<file path="src/rtl/expression_buffer_pkg.sv">
// Shared definitions for the expression buffer and its consumer.
// Symbol encoding, terminator value and iteration state type.
package expression_buffer_pkg;

  localparam int SYMBOL_WIDTH = 7;

  localparam logic [SYMBOL_WIDTH-1:0] SYMBOL_NUL = '0;

  typedef enum logic {
    ST_IDLE = 1'b0,
    ST_ITER = 1'b1
  } state_e;

endpackage

</file>
<file path="src/rtl/expression_buffer_symbol_ram.sv">
// Symbol storage: one synchronous write port, one synchronous read port.
// No reset; read data holds while the read enable is low.
module symbol_ram #(
  parameter int WIDTH  = 7,
  parameter int DEPTH  = 64,
  parameter int ADDR_W = $clog2(DEPTH)
) (
  input  logic              clk,
  input  logic              we,
  input  logic [ADDR_W-1:0] waddr,
  input  logic [WIDTH-1:0]  wdata,
  input  logic              re,
  input  logic [ADDR_W-1:0] raddr,
  output logic [WIDTH-1:0]  rdata_q
);

  logic [WIDTH-1:0] mem [DEPTH];

  always_ff @(posedge clk) begin
    if (we) begin
      mem[waddr] <= wdata;
    end
    if (re) begin
      rdata_q <= mem[raddr];
    end
  end

endmodule

</file>
<file path="src/rtl/expression_buffer.sv">
// Stores the typed expression and serves it one symbol per request,
// followed by a NUL terminator, through a pull interface.
module expression_buffer #(
  parameter  int SYMBOL_WIDTH = expression_buffer_pkg::SYMBOL_WIDTH,
  parameter  int CAPACITY     = 64,
  localparam int LENGTH_WIDTH = $clog2(CAPACITY + 1)
) (
  input  logic                    clk,
  input  logic                    rst,
  input  logic                    symbol_iter_en,
  output logic [SYMBOL_WIDTH-1:0] symbol,
  output logic                    symbol_valid,
  input  logic                    iter_restart,
  input  logic                    append,
  input  logic [SYMBOL_WIDTH-1:0] append_symbol,
  input  logic                    backspace,
  input  logic                    clear,
  output logic                    edit_ready,
  output logic                    full,
  output logic [LENGTH_WIDTH-1:0] length
);

  import expression_buffer_pkg::*;

  localparam int ADDR_W = $clog2(CAPACITY);
  localparam logic [LENGTH_WIDTH-1:0] CAP_L = LENGTH_WIDTH'(CAPACITY);
  localparam logic [SYMBOL_WIDTH-1:0] NUL_W = SYMBOL_WIDTH'(SYMBOL_NUL);

  state_e state_q, state_d;
  logic [LENGTH_WIDTH-1:0] rd_ptr_q, rd_ptr_d;
  logic [LENGTH_WIDTH-1:0] length_q, length_d;
  logic valid_q, valid_d;
  logic nul_q, nul_d;

  logic ram_we;
  logic ram_re;
  logic [SYMBOL_WIDTH-1:0] ram_rdata;
  logic is_full;

  assign is_full = (length_q == CAP_L);

  always_comb begin
    state_d  = state_q;
    rd_ptr_d = rd_ptr_q;
    length_d = length_q;
    valid_d  = 1'b0;
    nul_d    = nul_q;
    ram_we   = 1'b0;
    ram_re   = 1'b0;
    if (iter_restart) begin
      rd_ptr_d = '0;
      state_d  = ST_IDLE;
    end else if (symbol_iter_en) begin
      valid_d = 1'b1;
      if (rd_ptr_q < length_q) begin
        ram_re   = 1'b1;
        nul_d    = 1'b0;
        rd_ptr_d = rd_ptr_q + LENGTH_WIDTH'(1);
        state_d  = ST_ITER;
      end else begin
        nul_d    = 1'b1;
        rd_ptr_d = '0;
        state_d  = ST_IDLE;
      end
    end else if (state_q == ST_IDLE) begin
      // Edits are mutually exclusive: clear wins, then backspace
      if (clear) begin
        length_d = '0;
      end else if (backspace) begin
        if (length_q != '0) begin
          length_d = length_q - LENGTH_WIDTH'(1);
        end
      end else if (append) begin
        if (!is_full && append_symbol != NUL_W) begin
          ram_we   = 1'b1;
          length_d = length_q + LENGTH_WIDTH'(1);
        end
      end
    end
  end

  always_ff @(posedge clk) begin
    if (rst) begin
      state_q  <= ST_IDLE;
      rd_ptr_q <= '0;
      length_q <= '0;
      valid_q  <= 1'b0;
      nul_q    <= 1'b1;
    end else begin
      state_q  <= state_d;
      rd_ptr_q <= rd_ptr_d;
      length_q <= length_d;
      valid_q  <= valid_d;
      nul_q    <= nul_d;
    end
  end

  symbol_ram #(
    .WIDTH (SYMBOL_WIDTH),
    .DEPTH (CAPACITY),
    .ADDR_W(ADDR_W)
  ) u_ram (
    .clk    (clk),
    .we     (ram_we),
    .waddr  (length_q[ADDR_W-1:0]),
    .wdata  (append_symbol),
    .re     (ram_re),
    .raddr  (rd_ptr_q[ADDR_W-1:0]),
    .rdata_q(ram_rdata)
  );

  // Terminator select is registered with the RAM read, keeping latency 1
  assign symbol       = nul_q ? NUL_W : ram_rdata;
  assign symbol_valid = valid_q;
  assign edit_ready   = (state_q == ST_IDLE);
  assign full         = is_full;
  assign length       = length_q;

endmodule

</file>
<file path="config.mk">
export PLATFORM = sky130hd
export DESIGN_NAME = expression_buffer
export DESIGN_NICKNAME = d
export VERILOG_FILES = /design/src/rtl/expression_buffer_pkg.sv /design/src/rtl/expression_buffer_symbol_ram.sv /design/src/rtl/expression_buffer.sv
export SDC_FILE = /design/constraint.sdc
export NUM_CORES = 1
export LEC_CHECK = 0
export CAP_MARGIN = 40
export CORE_ASPECT_RATIO = 0.9
export CORE_MARGIN = 3
export CORE_UTILIZATION = 50
export DETAILED_ROUTE_END_ITERATION = 10
export GPL_ROUTABILITY_DRIVEN = 0
export GPL_TIMING_DRIVEN = 0
export PLACE_DENSITY_LB_ADDON = 0.25
export SKIP_CTS_REPAIR_TIMING = 1
export SYNTH_ARGS = -nofsm -noshare
export SYNTH_HDL_FRONTEND = slang
export SYNTH_SLANG_ARGS = --single-unit
</file>
<file path="constraint.sdc">
create_clock -name clk -period 6.4 [get_ports clk]
set_input_delay 1.6 -clock clk [delete_from_list [all_inputs] [get_ports clk]]
set_output_delay 1.6 -clock clk [all_outputs]
set_load 0.01 [all_outputs]
</file>
After elaboration in Yosys (flattened, before gate mapping). Memory sizes are Yosys's and may differ from the RTL's. A register that Yosys moved wholly into a read port is not among the register bits. Index checks and enable logic that the tools add are counted.

Register bits after elaboration: 17. Output and inout bits: 17. Word-level logic and storage cells: 45. Memories: 1. Input port bits: 14. Memory bits (writable): 448.

Memories: u_ram.mem (words 64, bits a word 7, rd ports 1, clocked after Yosys merged registers in 1, wr ports 1, RTL line expression_buffer_symbol_ram.sv:17) `logic [WIDTH-1:0] mem [DEPTH];`.

Equality and inequality tests: 2. Bitwise logic cells: 3. Reductions and logical operators: 9. $lt $le $gt $ge: 1. Muxes and demuxes: 21. $add $sub $neg: 3.

Operators by type and width (number): $mux 7 (7); $add 7x1->7 const B (2); $mux 1 (14); $reduce_bool 7->1 (2); $eq 7x7->1 const B (1); $lt 7x7->1 (1); $sub 7x1->7 const B (1); $reduce_and 6->1 (1); $reduce_bool 3->1 (2); $ne 3x1->1 const B (1); $not 1->1 (3); $reduce_and 2->1 (1); $reduce_or 2->1 (1); $logic_and 1x1->1 (1); $logic_not 1->1 (1).

Logic depth before layout (Yosys ltp). Gate-level depths: netlist of the first run.

Word-level depth: 12. Gate-level depth with buffers: 8. Gate-level depth less buffers: 7.

By module. A second synthesis of the first run with hierarchy kept.

Cells, all modules: 991. Area total of the unflattened synthesis: 19077.0 um2.

Modules (own cells, without submodules): symbol_ram (cells each 827, instances 1, area each 17705.7 um2, sequential area each 13663.1 um2); expression_buffer (cells each 164, instances 1, area each 1371.3 um2, sequential area each 340.3 um2).

Least setup slack after synthesis of the first run. Ideal clock, no wire load.

Path kind: input -> register. From: input port symbol_iter_en. To: memory u_ram.mem[14][0] (enable). Arrival time: 2.936 ns. Path buffers: 0. Setup time: 0.360 ns. Data required time: 6.040 ns. Cell stages on the path: 5. Path slack: 3.104 ns. Cell sequence: inv_1 nand3_1 nor4b_4 nand4b_1 nor2_1.

Longest elaborated chain between the ends: 4.

Ends and longest elaborated chain: start, declared (RTL line expression_buffer.sv:10) `input logic symbol_iter_en,`; $mux 1 (RTL line expression_buffer.sv:53) `end else if (symbol_iter_en) begin`; $mux 1 (RTL line expression_buffer.sv:50) `if (iter_restart) begin`; $mux 1 (RTL line expression_buffer_symbol_ram.sv:20) `if (we) begin`; $mux 1 (not written as such) (RTL line expression_buffer_symbol_ram.sv:21) `mem[waddr] <= wdata;`; end, declared (RTL line expression_buffer_symbol_ram.sv:17).

Every way passes these cells.

Worst setup path in the final report of the first run.
From: input port symbol_iter_en. To: memory u_ram.mem[37][3] (enable).

The elaborated chain is that of the path after synthesis.

==> impl_metrics.toml, run 1 <==
[outcome]
status = "finished clean"

[synthesis]
synth-seq-cells = 472
yosysTopAreaCellShare_pct = 72.6
yosysWarnings = 0
synthFlopType = "edfxtp_1"
async_reset_ff_share_pct = 0
synth_cell_types = 53
synth-edff-count = 455
netlist_area_um2 = 18800
yosysSeqAreaShare_pct = 74.4
syn_nets = 975
netlist_top_cells_area = "edfxtp_1, mux4_2, dfxtp_1"
syn_inst = 948
avgSynthCellArea_um2 = 19.9
yosysTopAreaCell = "edfxtp_1"

[grt]
antenna_found_initial = 0
grt_overflow = 0
gr-usage-all-layers_pct = 21.3
grt_pass1_vias = 9482
grt_max_degree = 42
grt_first_pass_wirelength_um = 62100

[floorplanning]
core.rowCount = 66
fp.coreArea_um2 = 36700
die_w_um = 211
die_area_um2 = 40000
die_h_um = 190
pin_count = 31
start_util_pct = 51.3

[power]
peakVddDrop_uv = 215
p_leak_nw = 6.53
powerDensity_nw_per_um2 = 296

[flow_run]
cap_violations = 0

[critical_path]
required_ns = 6.58
cp_max_fo = 8
r2r_slack_ns = 2.76
worst-endpoint-arrival_ns = 4.83
reg2reg_from = "length[5]"
max_stage_delay_ns = 0.88
crit_buf_inv = 2
crit_chain = "clkdlybuf4s50_1, inv_1, nand3_1, nor4b_4, nand4_1, nor2_1"
path_delay_family = "simple AND/OR/NAND/NOR gates"
startpoint_type = "input port"
path_class = "in -> reg"
worstReg2RegEnd = "u_ram.mem[37][1]"
endpoint_kind = "flip-flop"
worst_path_max_delay_cell = "nor2_1"
reg2regPathDepth = 6

[clocking]
clock_latency_ns = 0.56
htree_levels = 2
cts_tree = "yes"
cts_inserted_buffers = 48
cts-root-buf = "clkbuf_16"
clock_path_buffers = 3
clock_sinks = 472
clkSlewWorstSetupHoldPaths_ns = 0.06

[place]
hpwl_um = 28000
portBuffers = 30
placedCellCount = 1464
place_area_um2 = 19800

[sta]
slew_violations = 0
hold_violations = 0
fin_crit_ns = 4.65
period_share_pct = 72.6
relSlewSlack_pct = 38.4
rsz0062_at_grt = "false"
setup_viol = 0
clock-skew-final_ns = 0.0157
fmax_ghz = 0.215
fin_tns_setup_ns = 0
worst_slew_pin_slew_ns = 0.924

[detailed_routing]
drt_iter0_drc = 974
first_pass_iters = 5
vias = 9464
vias_per_cell = 6.10
ant_nets = 0
routed_wl_um = 41500
drc = 0
routedWlPerCell_um = 26.7

[cells_and_area]
post-route-util_pct = 58.3
final_nets = 1065
area_delta_synth_final_pct = 13.6
drive_gt1_share_pct = 22.6
final_area_um2 = 21400
n_antenna_cell = 0
instances_no_fill = 1551

[worst_hold_path]
holdCritStartpoint = "state_q"
min_path_type = "reg -> reg"
whs_endpoint = "state_q"
hold_path_depth = 2
[cells by family (layout without fill, tap and decap cells)]
logic type / count (synthesis) / count (layout) / share of synthesized area, %
adder cells (fa/ha/maj): 13 / 13 / 0.904
buffers and inverters: 56 / 183 / 1.42
AO/OA/AOI/OAI: 99 / 99 / 3.52
XOR/XNOR: 3 / 3 / 0.140
multiplexers: 134 / 134 / 15.1
flip-flops: 472 / 472 / 74.4
AND/OR/NAND/NOR: 171 / 171 / 4.57
[synthesized netlist by cell type, types with 7 or more instances]
library cell  instances
edfxtp_1            455
mux4_2              119
nor2_1               78
a21oi_1              29
nand2_1              26
a22oi_1              22
clkbuf_1             20
buf_2                18
dfxtp_1              17
ha_1                 12
o21ai_0              12
nand3_1              11
nor2b_1              11
inv_1                10
nand3b_1             10
mux2i_1               8
a21boi_0              7
mux2_2                7
o221ai_1              7
[routing by layer]
| layer | up-vias | track usage [%] | share of wire (%) |
|---|---|---|---|
| met5 | - | 0 | 0 |
| met4 | 0 | 5.77 | 2.4 |
| met3 | 65 | 4.96 | 8.7 |
| met2 | 389 | 30.9 | 45 |
| met1 | 4919 | 33.0 | 44 |
| li1 | 4091 | - | - |
[worst register-to-register path, cell delays in order (launching register included)]
cell and delay (ns):
dfxtp_1 0.69, or3_1 0.21, buf_6 0.16, nor4b_4 0.08
nor4b_4 0.49, nand4_1 0.76, nor2_1 0.89
[area by class of cell]
type / count / area [um2]
Fill cell: 2680 / 15300
Multi-Input combinational cell: 420 / 4560
Sequential cell: 472 / 14000
Inverter: 11 / 41.3
Timing Repair Buffer: 40 / 427
Tap cell: 476 / 596
Buffer: 45 / 225
Clock buffer: 64 / 1300
Clock inverter: 23 / 235
[placed cells by master (no fill, tap or decap), drive strengths merged, types with 17 or more instances in the layout]
master,Yosys,final
edfxtp,455,455
a21oi,29,29
clkdlybuf4s50,0,23
mux4,119,119
clkbuf,20,84
nand2,26,26
clkinv,1,18
dfxtp,17,17
buf,25,42
a22oi,22,22
nor2,78,78
[worst max-delay path by stage]
stage                           from  cells past startpoint          endpoint
CTS                   symbol_iter_en                      6  u_ram.mem[45][1]
detailed placement    symbol_iter_en                      6  u_ram.mem[31][5]
finish                symbol_iter_en                      6  u_ram.mem[37][3]
global placement    append_symbol[4]                      6  u_ram.mem[29][5]
global route          symbol_iter_en                      6  u_ram.mem[42][1]
floorplan             symbol_iter_en                      5  u_ram.mem[14][0]
[per-stage QoR]
step | power [mW] | worst slack, ns | hold slack, ns
finish | 6.34 | 1.75 | 0.468
global route | 6.55 | 1.68 | 0.506
CTS | 6.39 | 1.90 | 0.469
detailed placement | 3.66 | 1.35 | 0.460
global placement | 3.66 | -0.271 | 0.459
floorplan | 3.56 | 3.10 | 0.442
[where the power goes]
group          switching (mW)  total, mW  leakage (nW)  internal [mW]
logic                   0.123      0.201          1.55         0.0781
registers             0.00637       3.39          4.23           3.39
clock network            1.12       2.74         0.750           1.63
total                    1.25       6.34          6.53           5.09
[state kept, by name, indices dropped and copies added, names as in the netlist]
name / cells
u_ram.rdata_q: 7
symbol_valid: 1
length: 7
u_ram.mem: 448
state_q: 1
rd_ptr_q: 7
nul_q: 1
Note: power is estimated with default switching activity, not from simulation.
==> run 2, diff against run 1 <==
- clock period: 6.4 -> 4.34 ns (I/O delays scaled with it)
==> results of run 2 <==
Same layout as run 1 (identical final DEF). Status: finished clean.
Among the figures that moved: setup slack after placement 1.35 ns -> -0.196 ns; setup slack after layout 1.75 ns -> 0.207 ns; register-to-register setup slack 2.76 ns -> 0.70 ns; total power 6.34 mW -> 9.35 mW; worst IR drop on VDD 215 uV -> 317 uV
